--- config.mk ---
export PLATFORM = sky130hd
export DESIGN_NAME = bcd2bin_seq
export DESIGN_NICKNAME = d
export VERILOG_FILES = /design/src/rtl/bcd_pkg.sv /design/src/rtl/bcd_digit_adj.sv /design/src/rtl/bcd2bin_seq.sv
export SDC_FILE = /design/constraint.sdc
export NUM_CORES = 1
export LEC_CHECK = 0
export BUFFER_PORTS_ARGS = -buffer_cell sky130_fd_sc_hd__buf_2
export CAP_MARGIN = 30
export CORE_MARGIN = 2
export CORE_UTILIZATION = 40
export DETAILED_ROUTE_END_ITERATION = 10
export GPL_ROUTABILITY_DRIVEN = 0
export MAX_ROUTING_LAYER = met4
export PLACE_DENSITY_LB_ADDON = 0.25
export SLEW_MARGIN = 25
export SYNTH_ARGS = -nofsm -noshare
export SYNTH_HDL_FRONTEND = slang
export SYNTH_SLANG_ARGS = --single-unit
--- constraint.sdc ---
create_clock -name clk -period 1.85 [get_ports clk]
set_input_delay 0.185 -clock clk [delete_from_list [all_inputs] [get_ports clk]]
set_output_delay 0.185 -clock clk [all_outputs]
set_load 0.05 [all_outputs]
--- src/rtl/bcd_pkg.sv ---
// Shared types and helpers for the BCD-to-binary conversion blocks.
package bcd_pkg;

  typedef enum logic [1:0] {
    StIdle,
    StShift,
    StDone
  } bcd_state_e;

  localparam logic [3:0] BCD_MAX_DIGIT = 4'd9;
  localparam logic [3:0] DABBLE_ADJ    = 4'd3;

  // Ceiling log2 with a floor of 1 bit, used to size iteration counters.
  function automatic int unsigned clog2(input longint unsigned value);
    int unsigned width;
    width = 1;
    while ((width < 63) && ((64'd1 << width) < value)) begin
      width++;
    end
    return width;
  endfunction

  // Largest value representable by the given number of BCD digits (10^digits - 1).
  function automatic longint unsigned bcd_max_value(input int unsigned digits);
    longint unsigned acc;
    acc = 64'd1;
    for (int unsigned i = 0; i < digits; i++) begin
      acc = acc * 64'd10;
    end
    return acc - 64'd1;
  endfunction

endpackage

--- src/rtl/bcd_digit_adj.sv ---
// Reverse double-dabble digit correction: subtract 3 from a nibble that is 8 or more.
module bcd_digit_adj
  import bcd_pkg::*;
(
  input  logic [3:0] digit_i,
  output logic [3:0] digit_o
);

  // Nibble arithmetic only; a borrow never leaves the digit.
  assign digit_o = digit_i[3] ? (digit_i - DABBLE_ADJ) : digit_i;

endmodule

--- src/rtl/bcd2bin_seq.sv ---
// Sequential BCD-to-binary converter using reverse double-dabble, one shift per clock,
// with valid/ready handshakes on both sides.
module bcd2bin_seq
  import bcd_pkg::*;
#(
  parameter int unsigned DIGITS = 3,
  parameter int unsigned BIN_W  = 10
) (
  input  logic                  clk,
  input  logic                  rst,
  input  logic                  in_valid,
  output logic                  in_ready,
  input  logic [4*DIGITS-1:0]   bcd_in,
  output logic                  out_valid,
  input  logic                  out_ready,
  output logic [BIN_W-1:0]      bin_out,
  output logic                  err
);

  localparam int unsigned WorkW = 4 * DIGITS + BIN_W;
  localparam int unsigned CntW  = clog2(longint'(BIN_W) + 1);

  if ((DIGITS < 1) || (DIGITS > 19)) begin : g_bad_digits
    $fatal(1, "bcd2bin_seq: DIGITS must be in 1..19");
  end

  if ((BIN_W < 64) && ((64'd1 << BIN_W) <= bcd_max_value(DIGITS))) begin : g_bad_width
    $fatal(1, "bcd2bin_seq: BIN_W too narrow for 10^DIGITS-1");
  end

  bcd_state_e         state_q, state_d;
  logic [WorkW-1:0]   work_q, work_d;
  logic [WorkW-1:0]   work_shift, work_adj;
  logic [CntW-1:0]    cnt_q, cnt_d;
  logic [BIN_W-1:0]   bin_q, bin_d;
  logic               err_q, err_d;
  logic               bad_digit;
  logic               last_iter;

  // Any nibble above 9 short-circuits the conversion into an error result.
  always_comb begin
    bad_digit = 1'b0;
    for (int unsigned i = 0; i < DIGITS; i++) begin
      if (bcd_in[4*i +: 4] > BCD_MAX_DIGIT) begin
        bad_digit = 1'b1;
      end
    end
  end

  assign work_shift = work_q >> 1;
  assign work_adj[BIN_W-1:0] = work_shift[BIN_W-1:0];

  for (genvar g = 0; g < DIGITS; g++) begin : g_adj
    bcd_digit_adj u_adj (
      .digit_i (work_shift[BIN_W + 4*g +: 4]),
      .digit_o (work_adj[BIN_W + 4*g +: 4])
    );
  end

  assign last_iter = (cnt_q == CntW'(BIN_W - 1));

  // State register
  always_ff @(posedge clk) begin
    if (rst) begin
      state_q <= StIdle;
    end else begin
      state_q <= state_d;
    end
  end

  // Next-state logic
  always_comb begin
    state_d = state_q;
    unique case (state_q)
      StIdle:  if (in_valid) state_d = bad_digit ? StDone : StShift;
      StShift: if (last_iter) state_d = StDone;
      StDone:  if (out_ready) state_d = StIdle;
      default: state_d = StIdle;
    endcase
  end

  // Handshake outputs
  always_comb begin
    in_ready  = (state_q == StIdle);
    out_valid = (state_q == StDone);
  end

  // Datapath next-state
  always_comb begin
    work_d = work_q;
    cnt_d  = cnt_q;
    bin_d  = bin_q;
    err_d  = err_q;
    unique case (state_q)
      StIdle: begin
        if (in_valid) begin
          if (bad_digit) begin
            bin_d = '0;
            err_d = 1'b1;
          end else begin
            work_d = {bcd_in, {BIN_W{1'b0}}};
            cnt_d  = '0;
          end
        end
      end
      StShift: begin
        work_d = work_adj;
        cnt_d  = cnt_q + CntW'(1);
        if (last_iter) begin
          bin_d = work_adj[BIN_W-1:0];
          err_d = 1'b0;
        end
      end
      default: ;
    endcase
  end

  always_ff @(posedge clk) begin
    if (rst) begin
      work_q <= '0;
      cnt_q  <= '0;
      bin_q  <= '0;
      err_q  <= 1'b0;
    end else begin
      work_q <= work_d;
      cnt_q  <= cnt_d;
      bin_q  <= bin_d;
      err_q  <= err_d;
    end
  end

  assign bin_out = bin_q;
  assign err     = err_q;

endmodule

==> results.py <==
metrics = {
    "logic_synthesis": {
        "yosysMostFrequentCell": "dfxtp_1",
        "ys_top_cells_by_count": "38 x dfxtp_1, 20 x nor2_1, 17 x nand2_1",
        "postSynthAreaPerCell_um2": 9.800,
        "synth-edff-count": 0,
        "synth_cell_types": 38,
        "synth_top_area_share": 0.4487,
        "synth_nets": 193,
        "seq_area_frac_synth": 0.4487,
        "synth_area_leaders": "dfxtp_1 45%, a22o_1 5.2%, a22oi_1 4.4%",
        "synthArstFlopShare": 0,
        "synthCells": 173,
        "synth.ff_latch_count": 38,
        "netlist_area_mm2": 0.001695,
        "yosysWarningCount": 0,
        "synth_top_area_cell": "dfxtp_1",
        "synth_ff_type": "dfxtp_1",
    },
    "detailed_routing": {
        "drc": 0,
        "post_drt_wl_per_cell_um": 14.54,
        "vias": 1387,
        "drt_iter0_markers": 108,
        "ant_nets": 0,
        "routed_wl_um": 3693,
        "via_per_inst": 5.461,
        "dr.pass1.iters": 4,
    },
    "placement": {
        "dpl.hpwl_um": 2619,
        "port_buffers": 28,
    },
    "worst_setup_path": {
        "r2r-end": "cnt_q[3]",
        "critPathLaunch": "state_q[1]",
        "crit_required_ns": 2.03,
        "arrival_ns": 1.78,
        "ff2ff_setup_slack_ns": 0.26,
        "r2r_start": "state_q[1]",
        "cp_max_fo": 6,
        "r2r_cells": 4,
        "endpoint_kind": "flop",
        "start_kind": "flop",
        "worstSetupPathType": "flop to flop",
    },
    "grt": {
        "met3_usage": 0.04678,
        "grt_use_met2": 0.2564,
        "overflow": 0,
        "grt_max_degree": 30,
        "grt_first_pass_wirelength_um": 6486,
        "grt_util_all_layers": 0.1724,
        "gr-max-usage-layer": "met2",
        "grt_util_met1": 0.2209,
        "antenna_found_initial": 0,
        "first_global_vias": 1376,
    },
    "die": {
        "start_util": 0.4208,
        "core_area_mm2": 0.004029,
        "num_io_pins": 29,
        "die_y_um": 69.11,
        "die_x_um": 69.11,
        "fp-row-count": 23,
        "fp.dieArea_mm2": 0.004776,
    },
    "layout": {
        "layout-drive-gt1-share": 0.2745,
        "nets": 224,
        "area_delta_synth_final_pct": 15.42,
        "antennaDiodeCount": 0,
    },
    "clock_tree": {
        "clock-sinks": 38,
        "numCtsBuffers": 5,
        "cts_root_buf": "clkbuf_8",
        "ctsHoldBuffers": 0,
        "htreeDepth": 2,
        "cts_resized": 0,
        "cts_tree": "done",
        "clkTransAtPathRegs_ns": 0.07,
        "cts_max_path_buffers": 2,
        "clk_latency_ns": 0.29,
        "post_cts_buffers": 0,
    },
    "sta": {
        "slew_viol_final": 0,
        "clock_skew_ns": 0.003585,
        "setup_viol": 0,
        "tns_ns": 0,
        "fmax_mhz": 627.3,
        "rsz0062_at_grt": "no",
        "fin_crit_sh": 0.8617,
        "hold_viol": 0,
        "fin_crit_ns": 1.594,
        "relSlewSlack": 0.5588,
        "tightest_slew_ns": 0.6619,
    },
    "power": {
        "p_total_mw": 1.658,
        "p_leak_nw": 0.7710,
        "power.density_mw_per_mm2": 847.1,
        "irDropWorstVdd_mv": 0.3414,
    },
    "min_path": {
        "min_to": "state_q[1]",
        "hp-class": "primary input to flop",
        "worstHoldStart": "out_ready",
        "whs_path_depth": 3,
    },
    "run_status": {
        "status": "finished clean",
    },
    "run": {
        "max_cap_viol_count": 0,
    },
}
-- worst max-delay path: stages (launching register included) --
cell and delay (ns):
dfxtp_1 0.37, nor3b_2 0.38, nand4_1 0.33, nor2b_1 0.25, a21boi_1 0.16
-- sequential cells by signal (all words and copies together) (netlist names) --
register,flops
bin_out,10
cnt_q,4
err,1
state_q,2
work_q,21
-- stage by stage --
step	hold slack (ns)	cells	setup slack, ns	area (um^2)	utilization
global route	0.1898	254	0.1574	1957	0.4857
finish	0.1708	254	0.2558	1957	0.4857
CTS	0.1709	254	0.2828	1957	0.4857
detailed placement	0.4559	247	0.3030	1878	0.4661
global placement	0.4557	247	0.3449	1878	0.4661
floorplan	0.3668	173	0.3833	1695	-
-- power breakdown --
part	leakage (nW)	internal [mW]	switching, mW
combinational	0.419	0.0958	0.149
clock	0.0438	0.253	0.287
sequential	0.308	0.844	0.0279
-- metal layers --
| layer | vias up | wire [um] | part of all wire |
|---|---|---|---|
| met4 | 0 | 65 | 0.018 |
| met3 | 7 | 151 | 0.041 |
| li1 | 685 | - | - |
| met2 | 25 | 1762 | 0.48 |
| met5 | - | 0 | 0 |
| met1 | 670 | 1714 | 0.46 |
-- cells by family (layout without fill, tap and decap cells) --
logic type / Yosys count / after routing / synth area share
flops: 38 / 38 / 0.4487
fa+ha+maj: 4 / 4 / 0.02952
xor+xnor: 4 / 4 / 0.02066
buf+inv: 12 / 43 / 0.04428
simple gates: 56 / 56 / 0.1587
mux: 4 / 4 / 0.02362
compound gates: 55 / 55 / 0.2745
-- how the worst max path moves through the flow --
stage	end	slack, ns	cells past startpoint
after floorplan	state_q[1]	0.38	3
after detailed placement	cnt_q[3]	0.30	4
final	cnt_q[3]	0.26	4
after global placement	cnt_q[3]	0.34	4
after global routing	cnt_q[3]	0.16	4
after CTS	cnt_q[3]	0.28	4
-- cells in the final DEF (no fill, tap or decap), drive strengths merged --
cell type and count:
nor3b 2, nor2 23, dfxtp 38, a41o 1
buf 34, a21boi 2, o211ai 4, xnor2 4
or3 1, a41oi 1, o21ai 4, nand4 1
o21a 1, ha 4, nor2b 6, a211o 2
a2bb2oi 1, a31oi 2, a311oi 3, nand2 17
clkinv 2, a221oi 2, mux2i 4, a211oi 1
or2 1, a21oi 11, a22o 10, nand3b 1
clkbuf 5, nand3 2, a22oi 10, inv 2
nand2b 2
-- final cells by class --
class,count,area [um^2]
Timing Repair Buffer,34,185.2
Sequential cell,38,760.7
Clock buffer,5,68.82
Tap cell,50,62.56
Multi-Input combinational cell,123,862.1
Clock inverter,2,10.01
Fill cell,393,2072
Inverter,2,7.507
Note: power is estimated with default switching activity, not from simulation.
